===== config.mk =====
export PLATFORM = sky130hd
export DESIGN_NAME = pc_ras_unit_flat
export DESIGN_NICKNAME = d
export VERILOG_FILES = /design/src/rtl/pc_ras_unit_if.sv /design/src/rtl/pc_ras_unit.sv /design/src/flat_wrapper.sv
export SDC_FILE = /design/constraint.sdc
export NUM_CORES = 1
export LEC_CHECK = 0
export BUFFER_PORTS_ARGS = -buffer_cell sky130_fd_sc_hd__buf_2
export CAP_MARGIN = 40
export CORE_MARGIN = 4
export CORE_UTILIZATION = 50
export CTS_BUF_LIST = sky130_fd_sc_hd__clkbuf_4 sky130_fd_sc_hd__clkbuf_8 sky130_fd_sc_hd__clkbuf_16
export DETAILED_ROUTE_END_ITERATION = 8
export PLACE_DENSITY = 0.69
export SLEW_MARGIN = 25
export SYNTH_ARGS = -nofsm -noshare
export SYNTH_HDL_FRONTEND = slang
export SYNTH_SLANG_ARGS = --single-unit

===== constraint.sdc =====
create_clock -name CLK -period 4.4 [get_ports CLK]
set_clock_uncertainty 0.15 [all_clocks]
set_input_delay 0 -clock CLK [delete_from_list [all_inputs] [get_ports CLK]]
set_output_delay 0 -clock CLK [all_outputs]
set_load 0.01 [all_outputs]

===== src/rtl/pc_ras_unit_if.sv =====
// pc_ras_unit_if: control/fetch-side bundle for the program-counter unit.
//   PC_OP       operation select from the control unit
//   FROM_IMMED  jump/call target
//   PC_COUNT    current program counter
//   SP_COUNT    number of valid return-address-stack entries
//   TOS         top-of-stack entry (zero when empty)
//   STACK_EMPTY / STACK_FULL / STACK_ERR  stack status flags
// master = control side, slave = pc_ras_unit.
interface pc_ras_unit_if #(
  parameter int unsigned ADDR_W = 10,
  parameter int unsigned DEPTH  = 8
);
  localparam int unsigned SP_W = $clog2(DEPTH + 1);

  logic [2:0]        PC_OP;
  logic [ADDR_W-1:0] FROM_IMMED;
  logic [ADDR_W-1:0] PC_COUNT;
  logic [SP_W-1:0]   SP_COUNT;
  logic [ADDR_W-1:0] TOS;
  logic              STACK_EMPTY;
  logic              STACK_FULL;
  logic              STACK_ERR;

  modport master (
    output PC_OP, FROM_IMMED,
    input  PC_COUNT, SP_COUNT, TOS, STACK_EMPTY, STACK_FULL, STACK_ERR
  );

  modport slave (
    input  PC_OP, FROM_IMMED,
    output PC_COUNT, SP_COUNT, TOS, STACK_EMPTY, STACK_FULL, STACK_ERR
  );
endinterface


===== src/rtl/pc_ras_unit.sv =====
// pc_ras_unit: RAT CPU program counter with an internal return-address stack.
//   CLK  system clock, rising edge
//   RST  synchronous active-high reset (overrides any PC_OP)
//   bus  pc_ras_unit_if slave: PC_OP/FROM_IMMED in; PC_COUNT, SP_COUNT, TOS,
//        STACK_EMPTY, STACK_FULL, sticky STACK_ERR out
// CALL/INTR push a return address, RET/RETI pop it into the PC. A push when
// full or a pop when empty is dropped entirely and sets STACK_ERR.
module pc_ras_unit #(
  parameter int unsigned       ADDR_W    = 10,
  parameter int unsigned       DEPTH     = 8,
  parameter logic [ADDR_W-1:0] INTR_VEC  = ADDR_W'('h3FF),
  parameter logic [ADDR_W-1:0] RESET_VEC = '0
) (
  input  logic         CLK,
  input  logic         RST,
  pc_ras_unit_if.slave bus
);
  localparam int unsigned SP_W  = $clog2(DEPTH + 1);
  localparam int unsigned IDX_W = (DEPTH > 1) ? $clog2(DEPTH) : 1;

  typedef enum logic [2:0] {
    OP_HOLD = 3'b000,
    OP_INC  = 3'b001,
    OP_JUMP = 3'b010,
    OP_CALL = 3'b011,
    OP_RET  = 3'b100,
    OP_INTR = 3'b101,
    OP_RETI = 3'b110,
    OP_RSVD = 3'b111
  } pc_op_e;

  pc_op_e            op;
  logic [ADDR_W-1:0] pc, pc_nxt, pc_inc;
  logic [SP_W-1:0]   sp, sp_nxt, sp_dec;
  logic              err, err_nxt;
  logic              push;
  logic [ADDR_W-1:0] push_val;
  logic              empty, full;
  logic [ADDR_W-1:0] tos;
  logic [ADDR_W-1:0] stack [DEPTH];

  assign op     = pc_op_e'(bus.PC_OP);
  assign pc_inc = pc + ADDR_W'(1);
  assign sp_dec = sp - SP_W'(1);
  assign empty  = (sp == '0);
  assign full   = (sp == SP_W'(DEPTH));
  assign tos    = empty ? '0 : stack[sp_dec[IDX_W-1:0]];

  always_comb begin
    pc_nxt   = pc;
    sp_nxt   = sp;
    err_nxt  = err;
    push     = 1'b0;
    push_val = pc_inc;
    case (op)
      OP_INC:  pc_nxt = pc_inc;
      OP_JUMP: pc_nxt = bus.FROM_IMMED;
      OP_CALL, OP_INTR: begin
        if (full) begin
          err_nxt = 1'b1;
        end else begin
          push     = 1'b1;
          push_val = (op == OP_CALL) ? pc_inc : pc;
          pc_nxt   = (op == OP_CALL) ? bus.FROM_IMMED : INTR_VEC;
          sp_nxt   = sp + SP_W'(1);
        end
      end
      OP_RET, OP_RETI: begin
        if (empty) begin
          err_nxt = 1'b1;
        end else begin
          pc_nxt = tos;
          sp_nxt = sp_dec;
        end
      end
      default: ;
    endcase
  end

  always_ff @(posedge CLK) begin
    if (RST) begin
      pc  <= RESET_VEC;
      sp  <= '0;
      err <= 1'b0;
    end else begin
      pc  <= pc_nxt;
      sp  <= sp_nxt;
      err <= err_nxt;
    end
  end

  // Stack contents need no reset; only entries below SP are ever read.
  always_ff @(posedge CLK) begin
    if (!RST && push) begin
      stack[sp[IDX_W-1:0]] <= push_val;
    end
  end

  assign bus.PC_COUNT    = pc;
  assign bus.SP_COUNT    = sp;
  assign bus.TOS         = tos;
  assign bus.STACK_EMPTY = empty;
  assign bus.STACK_FULL  = full;
  assign bus.STACK_ERR   = err;
endmodule


===== src/flat_wrapper.sv =====
// flat-port wrapper written by rule: the top's interface ports become plain ports
module pc_ras_unit_flat 
#(
  parameter int unsigned       ADDR_W    = 10,
  parameter int unsigned       DEPTH     = 8,
  parameter logic [ADDR_W-1:0] INTR_VEC  = ADDR_W'('h3FF),
  parameter logic [ADDR_W-1:0] RESET_VEC = '0
)
  (CLK, RST, bus_PC_OP, bus_FROM_IMMED, bus_PC_COUNT, bus_SP_COUNT, bus_TOS, bus_STACK_EMPTY, bus_STACK_FULL, bus_STACK_ERR);
  pc_ras_unit_if #(.ADDR_W(ADDR_W), .DEPTH(DEPTH)) bus_i ();
  input  logic CLK;
  input  logic RST;
  input wire logic [$bits(bus_i.PC_OP)-1:0] bus_PC_OP;
  input wire logic [$bits(bus_i.FROM_IMMED)-1:0] bus_FROM_IMMED;
  output wire logic [$bits(bus_i.PC_COUNT)-1:0] bus_PC_COUNT;
  output wire logic [$bits(bus_i.SP_COUNT)-1:0] bus_SP_COUNT;
  output wire logic [$bits(bus_i.TOS)-1:0] bus_TOS;
  output wire logic [$bits(bus_i.STACK_EMPTY)-1:0] bus_STACK_EMPTY;
  output wire logic [$bits(bus_i.STACK_FULL)-1:0] bus_STACK_FULL;
  output wire logic [$bits(bus_i.STACK_ERR)-1:0] bus_STACK_ERR;
  assign bus_i.PC_OP = bus_PC_OP;
  assign bus_i.FROM_IMMED = bus_FROM_IMMED;
  assign bus_PC_COUNT = bus_i.PC_COUNT;
  assign bus_SP_COUNT = bus_i.SP_COUNT;
  assign bus_TOS = bus_i.TOS;
  assign bus_STACK_EMPTY = bus_i.STACK_EMPTY;
  assign bus_STACK_FULL = bus_i.STACK_FULL;
  assign bus_STACK_ERR = bus_i.STACK_ERR;
  pc_ras_unit #(.ADDR_W(ADDR_W), .DEPTH(DEPTH), .INTR_VEC(INTR_VEC), .RESET_VEC(RESET_VEC)) u_core (.CLK(CLK), .RST(RST), .bus(bus_i));
endmodule

## Yosys cells after proc, flatten, opt, wreduce, memory -nomap -nowiden

Memories as Yosys holds them, arrays and structs flattened.
Index checks and enable logic that the tools add are counted.

| word-level totals | value |
|---|---|
| register bits after elaboration | 15 |
| RAM bits | 80 |
| input port bits | 15 |
| output and inout bits | 27 |
| word-level logic and storage cells | 46 |
| memories kept | 1 |

Memory list:

| memory | words | bits a word | read ports | clocked after Yosys merged registers in | wr ports | RTL line | RTL |
|---|---|---|---|---|---|---|---|
| u_core.stack | 8 | 10 | 1 | 0 | 1 | pc_ras_unit.sv:40 | `logic [ADDR_W-1:0] stack [DEPTH];` |

| cells by class | value |
|---|---|
| add/sub/neg operators | 3 |
| equal/unequal tests | 11 |
| mux-type cells | 18 |
| reductions and logical operators | 10 |

Operators with widths:

| operator | count |
|---|---|
| $mux W10 | 7 |
| $pmux W10 S4 | 1 |
| $add A10 B1 Y10 const B | 1 |
| $eq A3 B3 Y1 const B | 3 |
| $reduce_and A3 Y1 | 3 |
| $mux W4 | 2 |
| $pmux W4 S2 | 1 |
| $eq A3 B2 Y1 const B | 2 |
| $mux W1 | 6 |
| $ne A2 B2 Y1 const B | 3 |
| $add A4 B1 Y4 const B | 1 |
| $eq A4 B4 Y1 const B | 1 |
| $logic_not A4 Y1 | 1 |
| $reduce_bool A4 Y1 | 1 |
| $reduce_or A2 Y1 | 2 |
| $sub A4 B1 Y4 const B | 1 |
| $eq A3 B1 Y1 const B | 1 |
| $ne A2 B1 Y1 const B | 1 |
| $pmux W1 S2 | 1 |
| $reduce_bool A2 Y1 | 1 |
| $logic_and A1 B1 Y1 | 1 |
| $logic_not A1 Y1 | 1 |

## Longest topological paths before layout

| logic depth | value |
|---|---|
| word-level depth | 6 |
| gate-level depth with buffers | 11 |
| depth with buffers taken out | 7 |

## Worst setup path before layout

No wires, ideal clock.

| timing path | value |
|---|---|
| path kind | flip-flop to flip-flop |
| start | register u_core.sp[0], in the netlist u_core.bus.SP_COUNT[0] |
| end | memory u_core.stack[1][0] (enable) |
| setup time | 390 ps |
| arrival | 2551 ps |
| required time | 3860 ps |
| path slack | 1310 ps |
| cell stages (with the launch flop) | 9 |
| buffers on the path | 2 |
| period minus slack after synthesis | 3090 ps |
| cells stage by stage | dfxtp_1 -> buf_2 -> buf_6 -> inv_1 -> ha_1 -> and3b_1 -> nor3_1 -> nand2_1 -> nor3_1 |

| on the way | value |
|---|---|
| word-level cells in the longest chain between the ends | 6 |

RTL lines:

| what | RTL line | RTL |
|---|---|---|
| start, declared | pc_ras_unit.sv:34 | `logic [SP_W-1:0] sp, sp_nxt, sp_dec;` |
| start signal, assigned | pc_ras_unit.sv:87 | `sp <= sp_nxt;` |
| $eq A4 B4 Y1 | pc_ras_unit.sv:46 | `assign full = (sp == SP_W'(DEPTH));` |
| named net bus_STACK_FULL | flat_wrapper.sv:19 | `output wire logic [$bits(bus_i.STACK_FULL)-1:0] bus_STACK_FULL;` |
| $mux W1 | pc_ras_unit.sv:59 | `if (full) begin` |
| $mux W1 | pc_ras_unit.sv:55 | `case (op)` |
| $logic_and A1 B1 Y1 | pc_ras_unit.sv:94 | `if (!RST && push) begin` |
| $mux W1 | pc_ras_unit.sv:94 |  |
| $mux W1 (not written as such) | pc_ras_unit.sv:95 | `stack[sp[IDX_W-1:0]] <= push_val;` |
| end, declared | pc_ras_unit.sv:40 |  |

The timed path passes the listed nets, and every way through them passes these cells.

## Worst setup path after layout

| timing path | value |
|---|---|
| start | register u_core.sp[0], in the netlist u_core.bus.SP_COUNT[0] |
| end | register u_core.pc[0], in the netlist u_core.bus.PC_COUNT[0] |

| on the way | value |
|---|---|
| word-level cells in the longest chain between the ends | 5 |
| elaborated cells between the ends (all ways) | 10 |
| classes of those cells | add/sub (1); eq/ne (3); mux (3); reduce/logical (2); memory (1) |

RTL lines:

| what | RTL line | RTL |
|---|---|---|
| $sub A4 B1 Y4 | pc_ras_unit.sv:44 | `assign sp_dec = sp - SP_W'(1);` |
| $mem_v2 Z8 W10 | - |  |
| $mux W10 | pc_ras_unit.sv:47 | `assign tos = empty ? '0 : stack[sp_dec[IDX_W-1:0]];` |
| $mux W10 | pc_ras_unit.sv:69 | `if (empty) begin` |
| $pmux W10 S4 | pc_ras_unit.sv:55 |  |
| end signal, assigned | pc_ras_unit.sv:86 | `pc <= pc_nxt;` |
| end, declared | pc_ras_unit.sv:33 | `logic [ADDR_W-1:0] pc, pc_nxt, pc_inc;` |

Parallel ways exist; a longest one is shown, timed or not. The select of a mux whose other input is x is not followed.
A chain may end at the register's enable or synchronous reset.

==> results.cfg <==
[worst_setup_path]
crit_chain = buf_4 -> inv_1 -> ha_1 -> buf_4 -> mux4_2 -> mux2i_1 -> a221oi_1 -> mux2i_1 -> nor2_1 -> dlygate4sd3_1
cp_slowest_stage_delay_ns = 0.56
critPathArrivalTime_ns = 3.47
cp-startpoint = u_core.bus.SP_COUNT[0]
crit_required_ns = 4.50
setup.worst_path.start_class = flop
cp_num_cells = 10
crit_path_end_kind = flop
path_buf_inv = 4
rr_worst_depth = 10
crit_family = buffers and inverters
worstSetupPathType = reg -> reg
cpMaxStageDelayCell = dlygate4sd3_1
path_max_fanout = 35
r2r-start = u_core.bus.SP_COUNT[0]

[floorplan]
rows = 34
io_pins = 42
core_area_um2 = 8640
initial_core_util = 0.511
die_x_um = 102
die_h_um = 102
die-area_um2 = 10400

[synth]
postSynthAreaPerCell_um2 = 13.4
synth.area.top_cells = edfxtp_1 (54%), dfxtp_1 (6.8%), mux2i_1 (5.2%), mux4_2 (4.1%), xnor2_1 (3.4%)
netlist_instances = 330
yosysUniqueCellTypes = 51
yosysSeqAreaShare = 0.612
synth-seq-cells = 95
synthTopCellsByCount = edfxtp_1 (80), nor2_1 (27), mux2i_1 (23), nand2_1 (23), xnor2_1 (17)
synthFlopType = edfxtp_1
yosys.area.top_type = edfxtp_1
synth_nets = 348
synth_most_common_cell = edfxtp_1
ys_warn_count = 0
synth-edff-count = 80
syn_area_um2 = 4420
async_flop_share = 0
netlist.area_leader.share = 0.544

[grt]
grt_pass1_wl_um = 16300
grt_overflow = 0
grt_pass1_vias = 2864
grt_max_degree = 36
grtUsageTotal = 0.215
grt_antenna_before_repair = 0

[route]
dr_wl_met2_um = 5110
wire_per_inst_um = 21.0
dr.pass1.iters = 4
avgViaCountPerCell = 5.84
ant_nets = 0
wl_met3_um = 724
postRouteWirelength_um = 10600
vias = 2940
drtIter0Drc = 209
wl_met1_um = 4600
post-route-drc-count = 0
top_layer = met4

[cells_and_area]
diodes = 0
syn2layout_area_growth_pct = 15.5
filler_cell_count = 685
nets = 408
drive_gt1_frac = 0.230
stdcell_count = 503

[sta]
relSlewSlack = 0.512
rsz0062_at_grt = no
max_freq_mhz = 297
period_minus_slack_ns = 3.36
fin_crit_sh = 0.765
finalSetupViolCount = 0
setup_tns_ns = 0
final_hold_viol_count = 0
tightest_slew_ns = 0.727
finalMaxSlewViolations = 0

[placed_design]
dpl.hpwl_um = 7490
place_inst = 474
gp_congestion = 0.851
port_buffers = 41

[flow_run]
cap_violations = 0

[clock_tree]
tritoncts = done
clock_path_buffers = 2
clkSinkCount = 95
htreeDepth = 3
cts-buffers-inserted = 9
insertion_delay_ns = 0.36
clkSlewWorstSetupHoldPaths_ns = 0.10
root_buffer = clkbuf_8

[power_and_ir_drop]
irDropWorstVdd_mv = 0.334
power.leakage_nw = 1.81
p_per_area_nw_per_um2 = 514

[min_path]
hp-start = bus_FROM_IMMED[1]
min_path_type = in -> reg
min_path_cells = 5

[outcome]
run_status = finished, final reports clean
==> final timing paths <==
kind | end | slack [ns]
setup / recovery | u_core.bus.PC_COUNT[0] | 1.04
hold / removal | u_core.bus.PC_COUNT[1] | 0.04
setup reg to reg | u_core.bus.PC_COUNT[0] | 1.04
hold reg to reg | u_core.bus.STACK_ERR | 0.39
==> worst register-to-register path: stages (launching register included) <==
cell	delay [ns]
dfxtp_1	0.33
buf_4	0.28
inv_1	0.18
ha_1	0.32
buf_4	0.45
mux4_2	0.40
mux2i_1	0.25
a221oi_1	0.13
mux2i_1	0.16
nor2_1	0.05
dlygate4sd3_1	0.56
==> layer usage <==
metal | GRT usage | vias to the layer above
li1 | - | 1366
met1 | 0.305 | 1449
met2 | 0.342 | 109
met3 | 0.0307 | 16
met4 | 0.0716 | 0
met5 | 0 | -
==> stage by stage <==
stage / total power, mW / hold WS, ns / instance area, um2 / util / setup slack, ns
after floorplan: 1.73 / 0.0442 / 4420 / - / 1.31
after global placement: 1.97 / 0.193 / 4730 / 0.547 / 1.18
after detailed placement: 1.99 / 0.181 / 4750 / 0.550 / 1.40
after CTS: 2.63 / 0.0296 / 5100 / 0.591 / 1.01
after global routing: 2.75 / 0.111 / 5100 / 0.591 / 0.837
final: 2.62 / 0.0424 / 5100 / 0.591 / 1.04
==> cells in the final DEF (no fill, tap or decap), types with 8 or more instances in the layout <==
cell type,n
mux4_2,8
buf_4,12
nor2_1,27
edfxtp_1,80
xnor2_1,17
buf_2,42
dlygate4sd3_1,13
nand2_1,23
mux2i_1,23
nand3_1,8
dfxtp_1,15
a21oi_1,9
nor3_1,8
clkbuf_8,9
==> layout make-up <==
class / count / area (um2) / share of cell area
Timing Repair Buffer: 67 / 430 / 0.0844
Sequential cell: 95 / 2700 / 0.530
Tap cell: 108 / 135 / 0.0265
Multi-Input combinational cell: 210 / 1580 / 0.310
Clock buffer: 10 / 131 / 0.0258
Inverter: 7 / 26.3 / 0.00515
Clock inverter: 6 / 92.6 / 0.0182
==> power by group <==
part           internal, mW  leakage [nW]  switching (mW)
logic                 0.355         0.850           0.509
registers              1.06         0.855          0.0575
clock network         0.331         0.107           0.311
==> flip-flops by register name, summed over array words and instances, names as in the netlist <==
signal,flops
u_core.bus.SP_COUNT,4
u_core.stack,80
u_core.bus.PC_COUNT,10
u_core.bus.STACK_ERR,1
==> kinds of logic after synthesis <==
logic type	share of synthesized area
mux	0.108
buf+inv	0.0295
fa+ha+maj	0.00850
compound gates	0.0884
simple gates	0.102
xor+xnor	0.0516
flops	0.612
==> what timing repair did <==
action / CTS / global route
buffers inserted: 0 / 0
hold endpoints to repair: 15 / 0
resized for setup: 0 / 0
hold buffers: 13 / 0
Power figures use the tool's default switching activity.
